File: src/rtl/nibble_serial_adder_pkg.sv
// Shared constants and state encoding for the nibble-serial adder.
package nibble_serial_adder_pkg;

    // Width of the shared ripple-carry adder slice.
    localparam int unsigned NIBBLE_W = 4;

    // Controller state encoding; 2'd3 is unused and recovers to IDLE.
    typedef enum logic [1:0] {
        ST_IDLE = 2'd0,
        ST_RUN  = 2'd1,
        ST_DONE = 2'd2,
        ST_BAD  = 2'd3
    } state_e;

endpackage

File: src/rtl/Ripple_Carry_Adder.sv
// Four-bit ripple-carry adder shared by the serial controller.
module Ripple_Carry_Adder
    import nibble_serial_adder_pkg::*;
(
    input  logic [NIBBLE_W-1:0] a,
    input  logic [NIBBLE_W-1:0] b,
    input  logic                cin,
    output logic [NIBBLE_W-1:0] sum,
    output logic                cout
);

    logic [NIBBLE_W:0] carry;

    assign carry[0] = cin;

    // One full adder per bit, carry chained from bit 0 upward.
    for (genvar i = 0; i < int'(NIBBLE_W); i++) begin : g_fa
        assign sum[i]       = a[i] ^ b[i] ^ carry[i];
        assign carry[i + 1] = (a[i] & b[i]) | (carry[i] & (a[i] ^ b[i]));
    end

    assign cout = carry[NIBBLE_W];

endmodule

File: src/rtl/nibble_serial_adder.sv
// WIDTH-bit adder that processes one nibble per cycle through a single
// 4-bit ripple-carry adder, with valid/ready handshakes on both sides.
// WIDTH must be a multiple of 4 and at least 4.
module nibble_serial_adder
    import nibble_serial_adder_pkg::*;
#(
    parameter int unsigned WIDTH = 16
) (
    input  logic             clk,
    input  logic             rst_n,
    input  logic             in_valid,
    output logic             in_ready,
    input  logic [WIDTH-1:0] a,
    input  logic [WIDTH-1:0] b,
    input  logic             cin,
    output logic             out_valid,
    input  logic             out_ready,
    output logic [WIDTH-1:0] sum,
    output logic             cout
);

    localparam int unsigned NIBBLES = WIDTH / NIBBLE_W;
    localparam int unsigned IDX_W   = (NIBBLES > 1) ? $clog2(NIBBLES) : 1;

    state_e             state_q, state_d;
    logic [WIDTH-1:0]   a_sh_q, a_sh_d;
    logic [WIDTH-1:0]   b_sh_q, b_sh_d;
    logic [WIDTH-1:0]   sum_sh_q, sum_sh_d;
    logic               carry_q, carry_d;
    logic [IDX_W-1:0]   idx_q, idx_d;
    logic [WIDTH-1:0]   sum_q, sum_d;
    logic               cout_q, cout_d;
    logic               in_ready_q, in_ready_d;
    logic               out_valid_q, out_valid_d;

    logic [NIBBLE_W-1:0]       rca_sum;
    logic                      rca_cout;
    logic [WIDTH+NIBBLE_W-1:0] sum_cat;
    logic [WIDTH-1:0]          sum_sh_nxt;
    logic                      last_nib;

    // Shared nibble adder: always looks at the low nibble of the shift registers.
    Ripple_Carry_Adder u_rca (
        .a    (a_sh_q[NIBBLE_W-1:0]),
        .b    (b_sh_q[NIBBLE_W-1:0]),
        .cin  (carry_q),
        .sum  (rca_sum),
        .cout (rca_cout)
    );

    // New result nibble enters at the top; after NIBBLES shifts the word is aligned.
    assign sum_cat    = {rca_sum, sum_sh_q};
    assign sum_sh_nxt = sum_cat[WIDTH+NIBBLE_W-1:NIBBLE_W];
    assign last_nib   = (idx_q == IDX_W'(NIBBLES - 1));

    // State register.
    always_ff @(posedge clk) begin
        if (!rst_n) begin
            state_q <= ST_IDLE;
        end else begin
            state_q <= state_d;
        end
    end

    // Next-state logic.
    always_comb begin
        state_d = state_q;
        case (state_q)
            ST_IDLE: if (in_valid)  state_d = ST_RUN;
            ST_RUN:  if (last_nib)  state_d = ST_DONE;
            ST_DONE: if (out_ready) state_d = ST_IDLE;
            default:                state_d = ST_IDLE;
        endcase
    end

    // Handshake outputs decoded from the upcoming state so they register cleanly.
    always_comb begin
        in_ready_d  = (state_d == ST_IDLE);
        out_valid_d = (state_d == ST_DONE);
    end

    // Datapath: capture on accept, shift one nibble per RUN cycle, load result on the last.
    always_comb begin
        a_sh_d   = a_sh_q;
        b_sh_d   = b_sh_q;
        sum_sh_d = sum_sh_q;
        carry_d  = carry_q;
        idx_d    = idx_q;
        sum_d    = sum_q;
        cout_d   = cout_q;
        case (state_q)
            ST_IDLE: begin
                if (in_valid) begin
                    a_sh_d  = a;
                    b_sh_d  = b;
                    carry_d = cin;
                    idx_d   = '0;
                end
            end
            ST_RUN: begin
                sum_sh_d = sum_sh_nxt;
                carry_d  = rca_cout;
                a_sh_d   = a_sh_q >> NIBBLE_W;
                b_sh_d   = b_sh_q >> NIBBLE_W;
                idx_d    = idx_q + IDX_W'(1);
                if (last_nib) begin
                    sum_d  = sum_sh_nxt;
                    cout_d = rca_cout;
                end
            end
            default: ;
        endcase
    end

    // Datapath and output registers.
    always_ff @(posedge clk) begin
        if (!rst_n) begin
            a_sh_q      <= '0;
            b_sh_q      <= '0;
            sum_sh_q    <= '0;
            carry_q     <= 1'b0;
            idx_q       <= '0;
            sum_q       <= '0;
            cout_q      <= 1'b0;
            in_ready_q  <= 1'b1;
            out_valid_q <= 1'b0;
        end else begin
            a_sh_q      <= a_sh_d;
            b_sh_q      <= b_sh_d;
            sum_sh_q    <= sum_sh_d;
            carry_q     <= carry_d;
            idx_q       <= idx_d;
            sum_q       <= sum_d;
            cout_q      <= cout_d;
            in_ready_q  <= in_ready_d;
            out_valid_q <= out_valid_d;
        end
    end

    assign in_ready  = in_ready_q;
    assign out_valid = out_valid_q;
    assign sum       = sum_q;
    assign cout      = cout_q;

endmodule

File: config.mk
export PLATFORM = sky130hd
export DESIGN_NAME = nibble_serial_adder
export DESIGN_NICKNAME = d
export VERILOG_FILES = /design/src/rtl/nibble_serial_adder_pkg.sv /design/src/rtl/Ripple_Carry_Adder.sv /design/src/rtl/nibble_serial_adder.sv
export SDC_FILE = /design/constraint.sdc
export NUM_CORES = 1
export LEC_CHECK = 0
export BUFFER_PORTS_ARGS = -buffer_cell sky130_fd_sc_hd__buf_2
export CORE_MARGIN = 2
export CORE_UTILIZATION = 41
export CTS_BUF_LIST = sky130_fd_sc_hd__clkbuf_8 sky130_fd_sc_hd__clkbuf_16
export DETAILED_ROUTE_END_ITERATION = 10
export GPL_TIMING_DRIVEN = 0
export SYNTH_ARGS = -nofsm -noshare
export SYNTH_HDL_FRONTEND = slang
export SYNTH_HIERARCHICAL = 1
export SYNTH_SLANG_ARGS = --single-unit
File: constraint.sdc
create_clock -name clk -period 2.2 [get_ports clk]
set_input_delay 0.44 -clock clk [delete_from_list [all_inputs] [get_ports clk]]
set_output_delay 0.44 -clock clk [all_outputs]
set_load 0.01 [all_outputs]
==> results.sh, run 1 <==
export IMPL_grt_max_degree=11
export IMPL_p_sw_uw=613
export IMPL_drive_above_1_share=0.288
export IMPL_drt_iter0_markers=116
export IMPL_power_frac_comb=0.104
export IMPL_synth_top_cell_area_share=0.499
export IMPL_p_clk_frac=0.386
export IMPL_worstSetupEndpointType="register"
export IMPL_synthFlopType="dfxtp_1"
export IMPL_final_antenna_net_count=0
export IMPL_setup_violations=0
export IMPL_drt_total_wl_um=5530
export IMPL_crit_top_cell="inv_2"
export IMPL_fp_coreArea_mm2=0.00639
export IMPL_fin_util=0.518
export IMPL_postSynthAreaPerCell_um2=10.2
export IMPL_p_leak_nw=1.45
export IMPL_synth_area_mm2=0.00273
export IMPL_gp_congestion=0.802
export IMPL_slew_viol_final=0
export IMPL_worstRegToRegCells=10
export IMPL_syn_inst=268
export IMPL_initial_utilization=0.427
export IMPL_cp_arrival_ns=2.41
export IMPL_route_detailed_drc=0
export IMPL_numCtsBuffers=9
export IMPL_dp_slack_ns=0.00261
export IMPL_skew_ns=0.00649
export IMPL_routed_via_density=5.00
export IMPL_worstMarginPinSlew_ns=0.494
export IMPL_portBuffers=54
export IMPL_cp_max_fo=2
export IMPL_rsz0062_at_grt="true"
export IMPL_fmax_ghz=0.468
export IMPL_post_dp_hpwl_um=3940
export IMPL_cp_depth=10
export IMPL_clock_path_buffers=2
export IMPL_timing_final_ws_setup_ns=0.0647
export IMPL_critPathLaunchType="register"
export IMPL_p_total_mw=2.60
export IMPL_synth_distinct_cells=29
export IMPL_std_cell_rows=29
export IMPL_syn_nets=310
export IMPL_syn2layout_area_growth_pct=21.2
export IMPL_wire_per_inst_um=13.4
export IMPL_slowest_stage="fa_1"
export IMPL_finalHoldViolCount=0
export IMPL_antennaDiodeCount=0
export IMPL_critPathKind="register to register"
export IMPL_yosysSeqAreaShare=0.499
export IMPL_ir_drop_mv=0.449
export IMPL_synth_warnings=6
export IMPL_synthArstFlopShare=0
export IMPL_ys_top_cells_by_count="68 x dfxtp_1, 41 x nand2_1, 34 x nand3_1, 25 x mux2i_1, 25 x o2bb2ai_1"
export IMPL_period_share=0.971
export IMPL_holdPathStages=2
export IMPL_root_buffer="clkbuf_8"
export IMPL_gr_usage_all_layers=0.162
export IMPL_synth_edf_count=0
export IMPL_powerDensity_mw_per_mm2=786
export IMPL_max_cap_viol_count=0
export IMPL_synth_area_leaders="dfxtp_1 50%, mux2i_1 9.2%, o2bb2ai_1 8.0%, nand3_1 6.2%, nand2_1 5.6%"
export IMPL_path_buf_inv=4
export IMPL_intPower_mw=1.99
export IMPL_top_level_ports=56
export IMPL_crit_chain="fa_2 -> inv_2 -> fa_2 -> inv_2 -> fa_2 -> inv_2 -> fa_1 -> inv_2 -> nand2_1 -> a21boi_1"
export IMPL_firstDrtPassIters=4
export IMPL_cts_sinks=68
export IMPL_synth_seq_cells=68
export IMPL_status="complete, no violations"
export IMPL_critPathTopFamily="adder cells"
export IMPL_vias=2070
export IMPL_synth_most_common_cell="dfxtp_1"
export IMPL_antenna_found_initial=0
export IMPL_die_area_mm2=0.00732
export IMPL_nets=376
export IMPL_grt_overflow=0
export IMPL_die_x_um=85.5
export IMPL_path_clk_slew_ns=0.07
export IMPL_post_route_min_period_ns=2.14
export IMPL_cts_max_level=3
export IMPL_netSwitchingFraction=0.236
export IMPL_reg2reg_from="carry_q"
export IMPL_grt_pass1_vias=1912
export IMPL_clock_latency_ns=0.33
export IMPL_sequentialPowerShare=0.509
export IMPL_grt_pass1_wl_um=9280
export IMPL_worstPathRequired_ns=2.47
export IMPL_fp_dieH_um=85.5
export IMPL_yosysTopAreaCell="dfxtp_1"
export IMPL_hp_class="primary input to register"
export IMPL_worstHoldStart="a[14]"
export IMPL_cpPeakStageDelay_ns=0.41
export IMPL_critPathLaunch="carry_q"
export IMPL_cts_tree="done"
export IMPL_slew_headroom=0.671
export IMPL_cts_hold_buf=0
## metrics by stage
stage          hold WS, ns  area [um2]  std cells  setup TNS, ns
6_report             0.317        3310        414              0
5_1_grt              0.303        3310        414        -0.0262
4_1_cts              0.298        3290        413              0
3_5_place_dp         0.438        3090        399              0
3_3_place_gp         0.436        3090        399              0
2_1_floorplan        0.429        2730        268              0
## flip-flops by register name, indices dropped and copies added, names as in the netlist
register	cells
out_valid	1
a_sh_q	16
sum_sh_q	12
sum	16
in_ready	1
idx_q	2
b_sh_q	16
state_q	2
cout	1
carry_q	1
## metal layers
layer | share of wire | global-route usage | up-vias | routed length [um]
li1 | - | - | 1075 | -
met1 | 0.48 | 0.216 | 937 | 2670
met2 | 0.46 | 0.249 | 53 | 2550
met3 | 0.047 | 0.0597 | 5 | 261
met4 | 0.0096 | 0.0476 | 0 | 53
met5 | 0 | 0 | - | 0
## timing repair
| action | 4_1_cts | 5_1_grt |
|---|---|---|
| endpoints found under the setup margin | 2 | 2 |
| buffers inserted | 0 | 1 |
| pin swaps | 1 | 5 |
| resized for setup | 5 | 6 |
## worst reg2reg max path: stages, from the launching register on
cell      delay [ns]
dfxtp_2         0.33
fa_2            0.38
inv_2           0.07
fa_2            0.20
inv_2           0.04
fa_2            0.35
inv_2           0.06
fa_1            0.41
inv_2           0.08
nand2_1         0.05
a21boi_1        0.11
## kinds of logic (layout without fill, tap and decap cells)
| group | count (synthesis) | count (layout) | synth area share |
|---|---|---|---|
| flip-flops | 68 | 68 | 0.499 |
| buffers and inverters | 31 | 100 | 0.0661 |
| AO/OA/AOI/OAI | 54 | 54 | 0.163 |
| multiplexers | 25 | 25 | 0.0918 |
| AND/OR/NAND/NOR | 85 | 85 | 0.145 |
| adder cells (fa/ha/maj) | 5 | 5 | 0.0340 |
## cell type report
| cell class | instances | area, um2 |
|---|---|---|
| sequential | 68 | 1360 |
| multi-input combinational | 169 | 1200 |
| fill | 627 | 3080 |
| tap | 77 | 96.3 |
| clock inverter | 3 | 38.8 |
| buffer | 21 | 143 |
| timing repair buffer | 55 | 278 |
| clock buffer | 11 | 151 |
| inverter | 10 | 37.5 |
## power groups by stage
stage | sequential, mW | combinational (mW) | clock [mW]
2_1_floorplan | 1.34 | 0.186 | 0
3_3_place_gp | 1.35 | 0.265 | 0
3_5_place_dp | 1.35 | 0.268 | 0
4_1_cts | 1.32 | 0.273 | 1.03
5_1_grt | 1.33 | 0.305 | 1.09
6_report | 1.32 | 0.272 | 1.00
## final timing paths
check / endpoint / slack [ns]
worst min register to register: cout / 0.44
worst min-delay path: a_sh_q[14] / 0.32
worst max register to register: sum_sh_q[15] / 0.06
worst max-delay path: sum_sh_q[15] / 0.06
## cells in the final DEF, fill, tap and decap left out, types with 2 or more instances in the layout
cell       instances
mux2i_1           25
buf_6              5
fa_2               3
a22o_1             8
o21a_1             2
clkbuf_8          11
nand2_1           41
nand2b_1           4
dfxtp_1           66
o21ai_0            2
nand3_1           33
a21boi_1           3
buf_2             60
dfxtp_2            2
inv_1              7
o2bb2ai_1         25
buf_4              6
inv_2              4
a21oi_1            2
a21boi_0           9
clkbuf_1           4
No activity file was read; power rests on OpenSTA's default activity.
==> inputs of run 2 (changes only) <==
CORE_ASPECT_RATIO = 0.7   (was unset)
PLACE_DENSITY = 0.76   (was unset)
==> run 2 against run 1 <==
Clock power fell by 13%. Sequential power hardly changed. Flip-flop and latch count stayed put. Critical path depth stayed put. Largest power group unchanged.
==> results.sh, run 2 (synthesis results as in run 1) <==
export IMPL_status="complete, no violations"
export IMPL_ff_latch_area_mm2=0.00136
export IMPL_powerDensity_mw_per_mm2=750
export IMPL_holdPathEnd="a_sh_q[13]"
export IMPL_vias=2160
export IMPL_path_clk_slew_ns=0.07
export IMPL_worstHoldStart="a[13]"
export IMPL_critPathLaunch="a_sh_q[0]"
export IMPL_reg2reg_from="a_sh_q[0]"
export IMPL_period_share=0.943
export IMPL_crit_chain="fa_2 -> inv_2 -> fa_2 -> inv_1 -> fa_2 -> inv_2 -> fa_1 -> inv_2 -> nand2_1 -> a21boi_1"
export IMPL_cts_max_level=3
export IMPL_clock_latency_ns=0.34
export IMPL_post_dp_hpwl_um=4290
export IMPL_layout_commonest_cell="dfxtp_1"
export IMPL_numCtsBuffers=9
export IMPL_grt_busiest_layer="met2"
export IMPL_fillers=603
export IMPL_post_route_min_period_ns=2.07
export IMPL_drt_total_wl_um=5860
export IMPL_skew_ns=0.00679
export IMPL_grt_pass1_vias=2112
export IMPL_multiInputGateArea_mm2=0.00119
export IMPL_worstRegToRegCells=10
export IMPL_cp_max_fo=2
export IMPL_max_cap_viol_count=0
export IMPL_worstPathRequired_ns=2.47
export IMPL_gp_congestion=0.801
export IMPL_cp_arrival_ns=2.35
export IMPL_cpPeakStageDelay_ns=0.42
export IMPL_gr_usage_all_layers=0.177
export IMPL_grt_max_degree=13
export IMPL_route_detailed_drc=0
export IMPL_slew_headroom=0.686
export IMPL_worstSetupEndpointType="register"
export IMPL_syn2layout_area_growth_pct=20.5
export IMPL_instances_no_fill=428
export IMPL_clock_path_buffers=2
export IMPL_worstMarginPinSlew_ns=0.472
export IMPL_final_antenna_net_count=0
export IMPL_reg2reg_slack_ns=0.13
export IMPL_wire_per_inst_um=13.7
export IMPL_die_x_um=101
export IMPL_drive_above_1_share=0.282
export IMPL_cts_sinks=68
export IMPL_rsz0062_at_grt="false"
export IMPL_antenna_found_initial=0
export IMPL_fin_hold_ws_ns=0.308
export IMPL_reg2reg_to="sum_sh_q[15]"
export IMPL_p_leak_nw=1.42
export IMPL_grtUsageMet2=0.262
export IMPL_std_cell_rows=24
export IMPL_finalHoldViolCount=0
export IMPL_routed_via_density=5.05
export IMPL_nets=375
export IMPL_tns_ns=0
export IMPL_fmax_ghz=0.482
export IMPL_fin_util=0.519
export IMPL_drt_iter0_markers=101
export IMPL_fp_dieH_um=72.2
export IMPL_setup_violations=0
export IMPL_fp_coreArea_mm2=0.00634
export IMPL_initial_utilization=0.430
export IMPL_ir_drop_mv=0.419
export IMPL_slew_viol_final=0
export IMPL_hp_class="primary input to register"
export IMPL_cts_setup_buffers=0
export IMPL_firstDrtPassIters=4
export IMPL_portBuffers=54
export IMPL_top_level_ports=56
export IMPL_holdPathStages=2
export IMPL_p_total_mw=2.47
export IMPL_final_cell_mix="67 x dfxtp_1, 60 x buf_2, 41 x nand2_1"
export IMPL_grt_overflow=0
export IMPL_antennaDiodeCount=0
export IMPL_gr_usage_met1=0.243
export IMPL_die_area_mm2=0.00733
export IMPL_root_buffer="clkbuf_8"
export IMPL_globalRouteMet3Util=0.0607
export IMPL_placed_cells=413
export IMPL_cts_tree="done"
export IMPL_critPathLaunchType="register"
export IMPL_slowest_stage="fa_1"
export IMPL_critPathKind="register to register"
export IMPL_grt_pass1_wl_um=10000
-- run 2: report_power, final --
| group | total [mW] | internal (mW) | switching (mW) | leakage (nW) |
|---|---|---|---|---|
| Clock | 0.867 | 0.401 | 0.466 | 0.0811 |
| Combinational | 0.272 | 0.128 | 0.145 | 0.787 |
| Sequential | 1.33 | 1.29 | 0.0365 | 0.555 |
| Total | 2.47 | 1.82 | 0.647 | 1.42 |
-- run 2: worst max-delay path: cells and delay by family, from the launching register on --
family / cells / cell delay [ns]
buffers and inverters: 4 / 0.24
adder cells (fa/ha/maj): 4 / 1.30
flip-flops: 1 / 0.33
AND/OR/NAND/NOR: 1 / 0.04
AO/OA/AOI/OAI: 1 / 0.10
-- run 2: what timing repair did --
action / 4_1_cts / 5_1_grt
setup endpoints to repair: 1 / 2
gates resized for setup: 2 / 6
hold buffers: 0 / 0
pin swaps: 0 / 2
-- run 2: worst max path at each step --
stage	to	slack, ns	cells after the start
4_1_cts	sum_sh_q[15]	0.02	10
3_3_place_gp	sum_sh_q[15]	0.04	10
6_report	sum_sh_q[15]	0.13	10
2_1_floorplan	sum_sh_q[15]	0.13	10
5_1_grt	sum_sh_q[15]	0.01	10
3_5_place_dp	sum_sh_q[15]	0.005	10
-- run 2: through the flow --
step / setup WS (ns) / area, um2
floorplan: 0.132 / 2730
global placement: 0.0439 / 3110
detailed placement: 0.00460 / 3110
CTS: 0.0216 / 3280
global route: 0.0118 / 3290
finish: 0.125 / 3290
-- run 2: layer usage --
| layer | up-vias | share of wire |
|---|---|---|
| li1 | 1068 | - |
| met1 | 1015 | 0.50 |
| met2 | 66 | 0.41 |
| met3 | 11 | 0.068 |
| met4 | 0 | 0.018 |
| met5 | - | 0 |
-- run 2: area by class of cell --
class / instances / share of cell area
multi-input cells: 169 / 0.363
clock inverters: 6 / 0.0129
repair buffers: 54 / 0.0823
clock buffers: 9 / 0.0377
flip-flops and latches: 68 / 0.415
plain buffers: 21 / 0.0434
inverters: 10 / 0.0114
well taps: 91 / 0.0347
==> inputs of run 3 (changes only) <==
REMOVE_ABC_BUFFERS = 1   (was unset)
==> run 3 against run 2 <==
Utilization is 1.6 points lower. Highest routed layer unchanged. Clock skew hardly changed. Fmax is 2.2% lower. Sequential share of layout area is 1.4 points higher. Flip-flop and latch count stayed put. Critical path depth stayed put. Sequential power hardly changed. Count of clock-buffer cells in the layout is 2 higher. Non-clock buffer count is 19 lower. Critical endpoint unchanged. Global-route usage is 1.9 points lower. Register-to-register slack worse by 0.05 ns.
==> results.sh, run 3 (synthesis results as in run 1) <==
export IMPL_reg2reg_from="a_sh_q[0]"
export IMPL_critPathKind="register to register"
export IMPL_critPathLaunch="a_sh_q[0]"
export IMPL_antennaDiodeCount=0
export IMPL_worstMarginPinSlew_ns=1.04
export IMPL_p_leak_nw=1.37
export IMPL_worstSetupEndpointType="register"
export IMPL_worstHoldStart="a[15]"
export IMPL_worstPathRequired_ns=2.47
export IMPL_p_sw_uw=591
export IMPL_critPathLaunchType="register"
export IMPL_cp_arrival_ns=2.39
export IMPL_power_frac_comb=0.091
export IMPL_path_clk_slew_ns=0.07
export IMPL_drt_total_wl_um=5250
export IMPL_clock_latency_ns=0.34
export IMPL_setup_violations=0
export IMPL_cts_max_level=3
export IMPL_final_antenna_net_count=0
export IMPL_p_clk_frac=0.358
export IMPL_status="complete, no violations"
export IMPL_dp_slack_ns=-0.0824
export IMPL_fillers=600
export IMPL_cts_sinks=68
export IMPL_max_cap_viol_count=0
export IMPL_worstRegToRegCells=10
export IMPL_cts_hold_buf=0
export IMPL_reg2reg_to="sum_sh_q[15]"
export IMPL_vias=2042
export IMPL_holdPathEnd="a_sh_q[15]"
export IMPL_sequentialPowerShare=0.551
export IMPL_gr_usage_all_layers=0.159
export IMPL_post_route_min_period_ns=2.12
export IMPL_numCtsBuffers=9
export IMPL_tns_ns=0
export IMPL_final_cell_mix="66 x dfxtp_1, 55 x buf_2, 41 x nand2_1"
export IMPL_fp_coreArea_mm2=0.00634
export IMPL_portBuffers=55
export IMPL_fmax_ghz=0.471
export IMPL_holdPathStages=2
export IMPL_cpPeakStageDelay_ns=0.40
export IMPL_period_share=0.964
export IMPL_grt_overflow=0
export IMPL_skew_ns=0.00663
export IMPL_drt_iter0_markers=69
export IMPL_cts_tree="done"
export IMPL_initial_utilization=0.430
export IMPL_intPower_mw=1.85
export IMPL_nets=356
export IMPL_antenna_found_initial=0
export IMPL_cts_setup_buffers=0
export IMPL_crit_chain="fa_2 -> inv_2 -> fa_2 -> inv_2 -> fa_2 -> inv_2 -> fa_1 -> inv_1 -> nand2_1 -> a21boi_1"
export IMPL_powerDensity_mw_per_mm2=767
export IMPL_layout_commonest_cell="dfxtp_1"
export IMPL_timing_final_ws_setup_ns=0.0790
export IMPL_routed_via_density=4.99
export IMPL_die_x_um=101
export IMPL_ir_drop_mv=0.369
export IMPL_grt_max_degree=54
export IMPL_gp_congestion=0.702
export IMPL_slew_viol_final=0
export IMPL_reg2reg_slack_ns=0.08
export IMPL_clock_path_buffers=2
export IMPL_rsz0062_at_grt="true"
export IMPL_die_area_mm2=0.00733
export IMPL_finalHoldViolCount=0
export IMPL_grt_pass1_wl_um=8930
export IMPL_fp_dieH_um=72.2
export IMPL_grt_pass1_vias=1893
export IMPL_drive_above_1_share=0.255
export IMPL_fin_util=0.503
export IMPL_root_buffer="clkbuf_8"
export IMPL_netSwitchingFraction=0.242
export IMPL_top_level_ports=56
export IMPL_syn2layout_area_growth_pct=16.8
export IMPL_wire_per_inst_um=12.8
export IMPL_std_cell_rows=24
export IMPL_slew_headroom=0.304
export IMPL_firstDrtPassIters=4
export IMPL_cp_max_fo=2
export IMPL_post_dp_hpwl_um=3590
export IMPL_route_detailed_drc=0
export IMPL_slowest_stage="fa_1"
export IMPL_hp_class="primary input to register"
-- run 3: routing by layer --
layer  vias up  part of all wire  GRT usage
met3         4             0.080     0.0771
met1       957              0.48      0.207
met4         0            0.0072     0.0495
li1       1030                 -          -
met2        51              0.44      0.233
met5         -                 0          0
-- run 3: area by class of cell --
class	count	area (um2)	share of cell area
timing repair buffer	56	303	0.0951
inverter	10	37.5	0.0118
tap	91	114	0.0358
clock inverter	4	17.5	0.00550
clock buffer	11	151	0.0475
multi-input combinational	169	1190	0.375
sequential	68	1370	0.429
-- run 3: metrics by stage --
stage / power (mW) / cell area, um2 / instances / hold slack (ns)
floorplan: 1.49 / 2580 / 247 / 0.428
global placement: 1.58 / 2970 / 393 / 0.435
detailed placement: 1.60 / 3000 / 394 / 0.439
CTS: 2.48 / 3180 / 409 / 0.302
global route: 2.58 / 3180 / 409 / 0.301
finish: 2.44 / 3180 / 409 / 0.314
-- run 3: critical path, delay by kind of cell (launching register included) --
family / cells / cell delay (ns)
adders and majority gates: 4 / 1.29
and+or+nand+nor: 1 / 0.05
AOI/OAI and AO/OA: 1 / 0.13
buffers and inverters: 4 / 0.25
DFF: 1 / 0.33
-- run 3: what timing repair did --
action,in CTS,in global routing
pin swaps,1,3
resized for setup,4,5
endpoints found under the setup margin,2,5
-- run 3: power by group through the flow --
stage | registers, mW | clock network [mW] | logic [mW]
2_1_floorplan | 1.36 | 0 | 0.135
3_3_place_gp | 1.37 | 0 | 0.212
3_5_place_dp | 1.37 | 0 | 0.223
4_1_cts | 1.35 | 0.905 | 0.225
5_1_grt | 1.36 | 0.973 | 0.249
6_report | 1.35 | 0.875 | 0.221
-- run 3: worst max-delay path by stage --
stage,end,slack [ns],depth (start not counted)
floorplan,a_sh_q[12],-0.40,3
global placement,b_sh_q[13],-1.26,3
detailed placement,b_sh_q[5],-0.08,4
CTS,sum_sh_q[15],0.02,10
global route,sum_sh_q[15],-0.04,10
finish,sum_sh_q[15],0.08,10
